**src/rtl/pio_arbiter.sv**
```systemverilog
// Round-robin arbiter and req/ack sequencer sharing one OCIDEC PIO port between two masters.
// Accesses the controller never acknowledges are aborted after TIMEOUT cycles and flagged with err.
module pio_arbiter #(
  parameter int unsigned TOWIDTH = 16,
  parameter int unsigned TIMEOUT = 4096,
  parameter int unsigned RECOV   = 2
) (
  input  logic        clk,
  input  logic        nReset,
  input  logic [1:0]  req,
  input  logic [1:0]  we,
  input  logic [7:0]  a,
  input  logic [31:0] d,
  output logic [1:0]  ack,
  output logic [1:0]  err,
  output logic [15:0] q,
  output logic [1:0]  gnt,
  output logic        PIOreq,
  input  logic        PIOack,
  output logic [3:0]  PIOa,
  output logic [15:0] PIOd,
  input  logic [15:0] PIOq,
  output logic        PIOwe
);

  typedef enum logic [1:0] {StIdle, StAccess, StRecover} state_e;

  localparam logic [TOWIDTH-1:0] ToLast    = TOWIDTH'(TIMEOUT - 1);
  localparam logic [TOWIDTH-1:0] RecovLast = TOWIDTH'(RECOV - 1);

  state_e               state_q, state_d;
  logic [TOWIDTH-1:0]   cnt_q, cnt_d;
  logic                 ptr_q, ptr_d;  // 1 = master 1 preferred on contention
  logic [1:0]           ack_d, err_d, gnt_d;
  logic [15:0]          q_d, piod_d;
  logic [3:0]           pioa_d;
  logic                 pioreq_d, piowe_d;
  logic                 sel;

  always_ff @(posedge clk) begin
    if (!nReset) begin
      state_q <= StIdle;
      cnt_q   <= '0;
      ptr_q   <= 1'b0;
      ack     <= '0;
      err     <= '0;
      q       <= '0;
      gnt     <= '0;
      PIOreq  <= 1'b0;
      PIOa    <= '0;
      PIOd    <= '0;
      PIOwe   <= 1'b0;
    end else begin
      state_q <= state_d;
      cnt_q   <= cnt_d;
      ptr_q   <= ptr_d;
      ack     <= ack_d;
      err     <= err_d;
      q       <= q_d;
      gnt     <= gnt_d;
      PIOreq  <= pioreq_d;
      PIOa    <= pioa_d;
      PIOd    <= piod_d;
      PIOwe   <= piowe_d;
    end
  end

  always_comb begin
    state_d  = state_q;
    cnt_d    = cnt_q;
    ptr_d    = ptr_q;
    ack_d    = '0;
    err_d    = '0;
    q_d      = q;
    gnt_d    = gnt;
    pioreq_d = PIOreq;
    pioa_d   = PIOa;
    piod_d   = PIOd;
    piowe_d  = PIOwe;
    sel      = 1'b0;

    unique case (state_q)
      StIdle: begin
        if (|req) begin
          sel      = (req == 2'b11) ? ptr_q : req[1];
          gnt_d    = sel ? 2'b10 : 2'b01;
          pioa_d   = sel ? a[7:4] : a[3:0];
          piod_d   = sel ? d[31:16] : d[15:0];
          piowe_d  = sel ? we[1] : we[0];
          pioreq_d = 1'b1;
          cnt_d    = '0;
          state_d  = StAccess;
        end
      end
      StAccess: begin
        cnt_d = (cnt_q == '1) ? cnt_q : cnt_q + 1'b1;
        // A real ack on the timeout cycle takes priority over the abort.
        if (PIOack) begin
          q_d      = PIOq;
          ack_d    = gnt;
          pioreq_d = 1'b0;
          gnt_d    = '0;
          ptr_d    = gnt[0];
          cnt_d    = '0;
          state_d  = StRecover;
        end else if ((TIMEOUT != 0) && (cnt_q == ToLast)) begin
          ack_d    = gnt;
          err_d    = gnt;
          pioreq_d = 1'b0;
          gnt_d    = '0;
          ptr_d    = gnt[0];
          cnt_d    = '0;
          state_d  = StRecover;
        end
      end
      StRecover: begin
        if (cnt_q == RecovLast) begin
          state_d = StIdle;
        end else begin
          cnt_d = cnt_q + 1'b1;
        end
      end
      default: state_d = StIdle;
    endcase
  end

endmodule

```
**config.mk**
```make
export PLATFORM = sky130hd
export DESIGN_NAME = pio_arbiter
export DESIGN_NICKNAME = d
export VERILOG_FILES = /design/src/rtl/pio_arbiter.sv
export SDC_FILE = /design/constraint.sdc
export NUM_CORES = 1
export LEC_CHECK = 0
export ABC_AREA = 1
export CAP_MARGIN = 20
export CORE_ASPECT_RATIO = 0.9
export CORE_MARGIN = 2
export CORE_UTILIZATION = 40
export DETAILED_ROUTE_END_ITERATION = 8
export PLACE_DENSITY = 0.71
export SETUP_SLACK_MARGIN = 0.3
export SYNTH_ARGS = -nofsm -noshare
export SYNTH_HDL_FRONTEND = slang
export SYNTH_SLANG_ARGS = --single-unit
```
**constraint.sdc**
```tcl
create_clock -name clk -period 2.31 [get_ports clk]
set_input_delay 0.462 -clock clk [delete_from_list [all_inputs] [get_ports clk]]
set_output_delay 0.462 -clock clk [all_outputs]
set_load 0.02 [all_outputs]
```
### Yosys cells after proc, flatten, opt, wreduce, memory -nomap -nowiden

Index checks and enable logic that the tools add are counted.

| cells by class | value |
|---|---|
| reductions and logical operators | 13 |
| equal/unequal tests | 11 |
| bitwise gates (word level) | 2 |
| mux-type cells | 28 |
| $add $sub $neg | 1 |

Operators with widths:

| kind | count |
|---|---|
| $mux W16 | 6 |
| $pmux W16 S3 | 1 |
| $mux W2 | 10 |
| $add A16 B1 Y16 const B | 1 |
| $eq A16 B1 Y1 const B | 1 |
| $eq A16 B12 Y1 const B | 1 |
| $eq A16 B16 Y1 const B | 1 |
| $reduce_and A2 Y1 | 4 |
| $mux W1 | 7 |
| $ne A2 B2 Y1 const B | 3 |
| $pmux W2 S3 | 1 |
| $reduce_and A3 Y1 | 2 |
| $eq A2 B2 Y1 const B | 2 |
| $mux W4 | 1 |
| $ne A4 B4 Y1 const B | 1 |
| $pmux W2 S2 | 1 |
| $reduce_and A4 Y1 | 1 |
| $reduce_bool A2 Y1 | 2 |
| $ne A3 B3 Y1 const B | 1 |
| $reduce_bool A3 Y1 | 1 |
| $reduce_or A3 Y1 | 1 |
| $eq A2 B1 Y1 const B | 1 |
| $logic_not A2 Y1 | 1 |
| $not A1 Y1 | 2 |
| other kinds (2) | 2 |

| storage, ports and cells | value |
|---|---|
| flip-flop bits (word level) | 63 |
| bits of input ports | 63 |
| word-level logic and storage cells | 66 |
| output and inout port bits | 44 |

### Depth between registers and ports, before layout

| logic depth | value |
|---|---|
| depth after elaboration | 5 |
| depth in mapped cells | 12 |
| gate-level depth less buffers | 12 |

### Worst setup path before layout

OpenSTA, ideal clock, no wires.

| path | value |
|---|---|
| path kind | register to register |
| start | register cnt_q[0] |
| end | register cnt_q[0] |
| cell stages (with the launch flop) | 12 |
| period minus slack after synthesis | 1.613 ns |
| required time | 2.193 ns |
| setup time | 0.117 ns |
| slack | 0.697 ns |
| data arrival time | 1.496 ns |
| buffers on the path | 1 |
| cell sequence | dfxtp_1 > ha_1 > nand3_2 > inv_2 > nand2_2 > nor2_4 > nand2_4 > nor2_4 > nor2_4 > buf_6 > a21oi_1 > nor2_1 |

| on the way | value |
|---|---|
| word-level cells in the longest chain between the ends | 5 |
| elaborated cells on any way between the ends | 12 |
| those cells by class | 1 x add/sub; 5 x eq/ne; 5 x mux; 1 x reduce/logical |

RTL lines:

| element | line | text |
|---|---|---|
| start: declaration | 32 | `logic [TOWIDTH-1:0] cnt_q, cnt_d;` |
| start signal: assignment | 55 | `cnt_q <= cnt_d;` |
| $add A16 B1 Y16 | 96, 120 |  |
| $mux W16 | 96 | `cnt_d = (cnt_q == '1) ? cnt_q : cnt_q + 1'b1;` |
| $mux W16 | 106 | `end else if ((TIMEOUT != 0) && (cnt_q == ToLast)) begin` |
| $mux W16 | 98 | `if (PIOack) begin` |
| $pmux W16 S3 | 82 | `unique case (state_q)` |

Parallel ways exist; a longest one is shown, timed or not. The select of a mux whose other input is x is not followed.
A chain may end at the register's enable or synchronous reset.

### Worst setup path in the final report

Ends and elaborated chain as after synthesis.

==> flow_metrics.py <==
metrics = {
    "global_route": {
        "grt_pass1_wl_um": 14300,
        "overflow": 0,
        "antenna_found_initial": 0,
        "grt_use_met2": 0.327,
        "track_usage": 0.201,
        "grt_start_max_net_pins": 43,
        "use_met1": 0.247,
        "busiest_layer": "met2",
        "grt_pass1_vias": 3191,
        "use_met3": 0.0813,
    },
    "power_and_ir_drop": {
        "comb_power_share": 0.416,
        "ir_drop_mv": 0.501,
        "p_clk_frac": 0.249,
        "sequentialPowerShare": 0.335,
        "leakagePower_uw": 0.00199,
        "switchingPower_uw": 1600,
        "switching_share": 0.374,
        "power_density_nw_per_um2": 919,
        "internal_power_uw": 2680,
    },
    "clocking": {
        "clk_latency_ps": 340,
        "clock-sinks": 63,
        "cts_tree": "yes",
        "cts_made_buffers": 9,
        "clk_pin_slew_ps": 80,
        "cts_root_buf": "clkbuf_8",
        "cts_buffer_depth": 2,
        "cts_max_level": 3,
        "cts_hold_buf": 0,
    },
    "logic_synthesis": {
        "synth-adder-area-share": 0.0234,
        "yosys.area.top_type_share": 0.393,
        "syn_inst": 467,
        "yosys.area_share.simple": 0.337,
        "ys_ff_latch": 63,
        "synth_cell_types": 27,
        "syn_avg_cell_area_um2": 6.87,
        "syn_area_um2": 3210,
        "seq_area_frac_synth": 0.393,
        "synth_compound_area_frac": 0.134,
        "synth_mux_area_frac": 0,
        "yosysTopAreaCell": "dfxtp_1",
        "yosysWarnings": 0,
        "synth_top_family_by_area": "simple AND/OR/NAND/NOR gates",
        "synth_area_leaders": "dfxtp_1, nand2_1, nand3_1, nor2_1, inv_1",
        "synthesis.nets": 536,
        "synth_xor_xnor_area_share": 0.0164,
    },
    "floorplanning": {
        "io_pins": 107,
        "die_h_um": 89.0,
        "dieWidth_um": 98.4,
        "core-area_um2": 7660,
        "dieArea_um2": 8760,
        "rows": 30,
        "initial_core_util": 0.419,
    },
    "layout": {
        "stdcell_count": 679,
        "syn2layout_area_growth_pct": 44.9,
        "final_cell_mix": "nand2_1, clkdlybuf4s50_1, dfxtp_1",
        "n_fill_cell": 719,
        "diodes": 0,
        "stdcell_area_um2": 4650,
        "drive_above_1_share": 0.0840,
        "mostFrequentLayoutCell": "nand2_1",
        "fin_nets": 647,
    },
    "route": {
        "drtAntennaViolNets": 0,
        "vias": 3421,
        "avgRoutedWirePerCell_um": 13.2,
        "drc": 0,
        "via_per_inst": 5.04,
        "dr.pass1.iters": 5,
        "drt-total-wl_um": 8930,
        "drtIter0Drc": 191,
    },
    "placed_design": {
        "hpwl_um": 6500,
        "gp_congestion": 0.906,
        "portBuffers": 106,
        "dpl_cell_area_um2": 4380,
        "placed_cells": 660,
    },
    "worst_setup_path": {
        "critPathRequiredTime_ps": 2540,
        "worstPathArrival_ps": 2090,
        "critical_path_class": "flop to flop",
        "endpoint_kind": "flop",
        "critPathMaxFanout": 5,
        "startpoint_type": "flop",
    },
    "flow_run": {
        "max_cap_violations": 0,
    },
    "timing": {
        "finalClockSkew_ps": 8.78,
        "slew_viol_final": 0,
        "setup_violations": 0,
        "layout_min_cycle_time_ps": 1860,
        "clock.fmax_ghz": 0.538,
        "rsz0062_at_grt": "no",
        "finalSetupTns_ps": 0,
        "slew_headroom": 0.549,
        "finalHoldViolations": 0,
        "tightest_slew_ps": 675,
        "finalCritPeriodShare": 0.805,
    },
    "worst_hold_path": {
        "hold_path_class": "flop to flop",
    },
    "run_status": {
        "status": "finished clean",
    },
}
-- cells by family (layout without fill, tap and decap cells) --
group                      count (synthesis)  in the layout
AOI/OAI and AO/OA                         73             73
xor gates and xnor gates                   6              6
adders and majority gates                  6              6
buffers and inverters                     78            194
DFF                                       63             63
and+or+nand+nor                          241            241
-- power by group through the flow --
stage               Sequential (uW)  Combinational, uW  Clock (uW)
floorplan                      1670                776           0
global placement               1440               1690           0
finish                         1430               1780        1060
global route                   1460               1950        1130
detailed placement             1450               1710           0
CTS                            1430               1720        1080
-- repair_timing --
action	in CTS	in global routing
endpoints found under the hold margin	0	0
setup buffers	0	3
setup endpoints to repair	0	16
gates resized for setup	0	0
-- worst max-delay path: stages, from the launching register on --
cell     delay, ps
dfxtp_1        410
ha_1           230
nand3_2        160
inv_2          130
nand2_2         90
nor2_4         120
nand2_4         80
nor2_4         130
nor2_4          60
buf_4          150
a21oi_1        120
nor2_1          50
-- cell type report --
type | count | area, um^2 | area share
repair buffers | 120 | 1190 | 0.256
well taps | 96 | 120 | 0.0258
inverters | 58 | 218 | 0.0468
flip-flops and latches | 63 | 1260 | 0.271
multi-input cells | 326 | 1640 | 0.353
clock inverters | 7 | 97.6 | 0.0210
clock buffers | 9 | 124 | 0.0266
-- path summary, 6_finish.rpt --
kind,end,cells past startpoint,start,slack [ps]
setup reg to reg,cnt_q[0]$_SDFFE_PN0P_,11,cnt_q[0]$_SDFFE_PN0P_,450
setup / recovery,cnt_q[0]$_SDFFE_PN0P_,11,cnt_q[0]$_SDFFE_PN0P_,450
hold / removal,q[6]$_SDFFE_PN0P_,2,q[6]$_SDFFE_PN0P_,490
hold reg to reg,q[6]$_SDFFE_PN0P_,2,q[6]$_SDFFE_PN0P_,490
-- state kept, by name, indices dropped and copies added (netlist names) --
name     cells
q           16
PIOa         4
PIOwe        1
cnt_q       16
gnt          2
err          2
ack          2
state_q      2
PIOd        16
ptr_q        1
PIOreq       1
-- layer usage --
layer  part of all wire  vias up
li1                   -     1726
met1               0.43     1540
met2               0.45      136
met3              0.099       19
met4              0.020        0
met5                  0        -
-- per-stage QoR --
stage | utilization | total power (uW) | setup WS, ps | hold slack, ps
global route | 0.608 | 4540 | 323 | 516
CTS | 0.601 | 4230 | 330 | 490
floorplan | - | 2450 | 697 | 450
global placement | 0.573 | 3130 | 270 | 461
detailed placement | 0.573 | 3160 | 215 | 474
finish | 0.608 | 4280 | 451 | 485
-- cell usage after synthesis --
library cell,instances
nand2_1,109
dfxtp_1,63
nor2_1,57
inv_1,53
nand3_1,43
o21ai_0,26
a21oi_1,24
o211ai_1,21
clkbuf_1,18
nand4_1,10
ha_1,6
nand2_2,6
clkinv_1,4
nor2_4,4
xor2_1,4
nor2_2,3
nor3_1,3
buf_6,2
nand2_4,2
xnor2_1,2
inv_2,1
nand3_2,1
nand3_4,1
nor4_1,1
nor4b_1,1
o21ai_4,1
o21bai_1,1
Note: power is estimated with default switching activity, not from simulation.
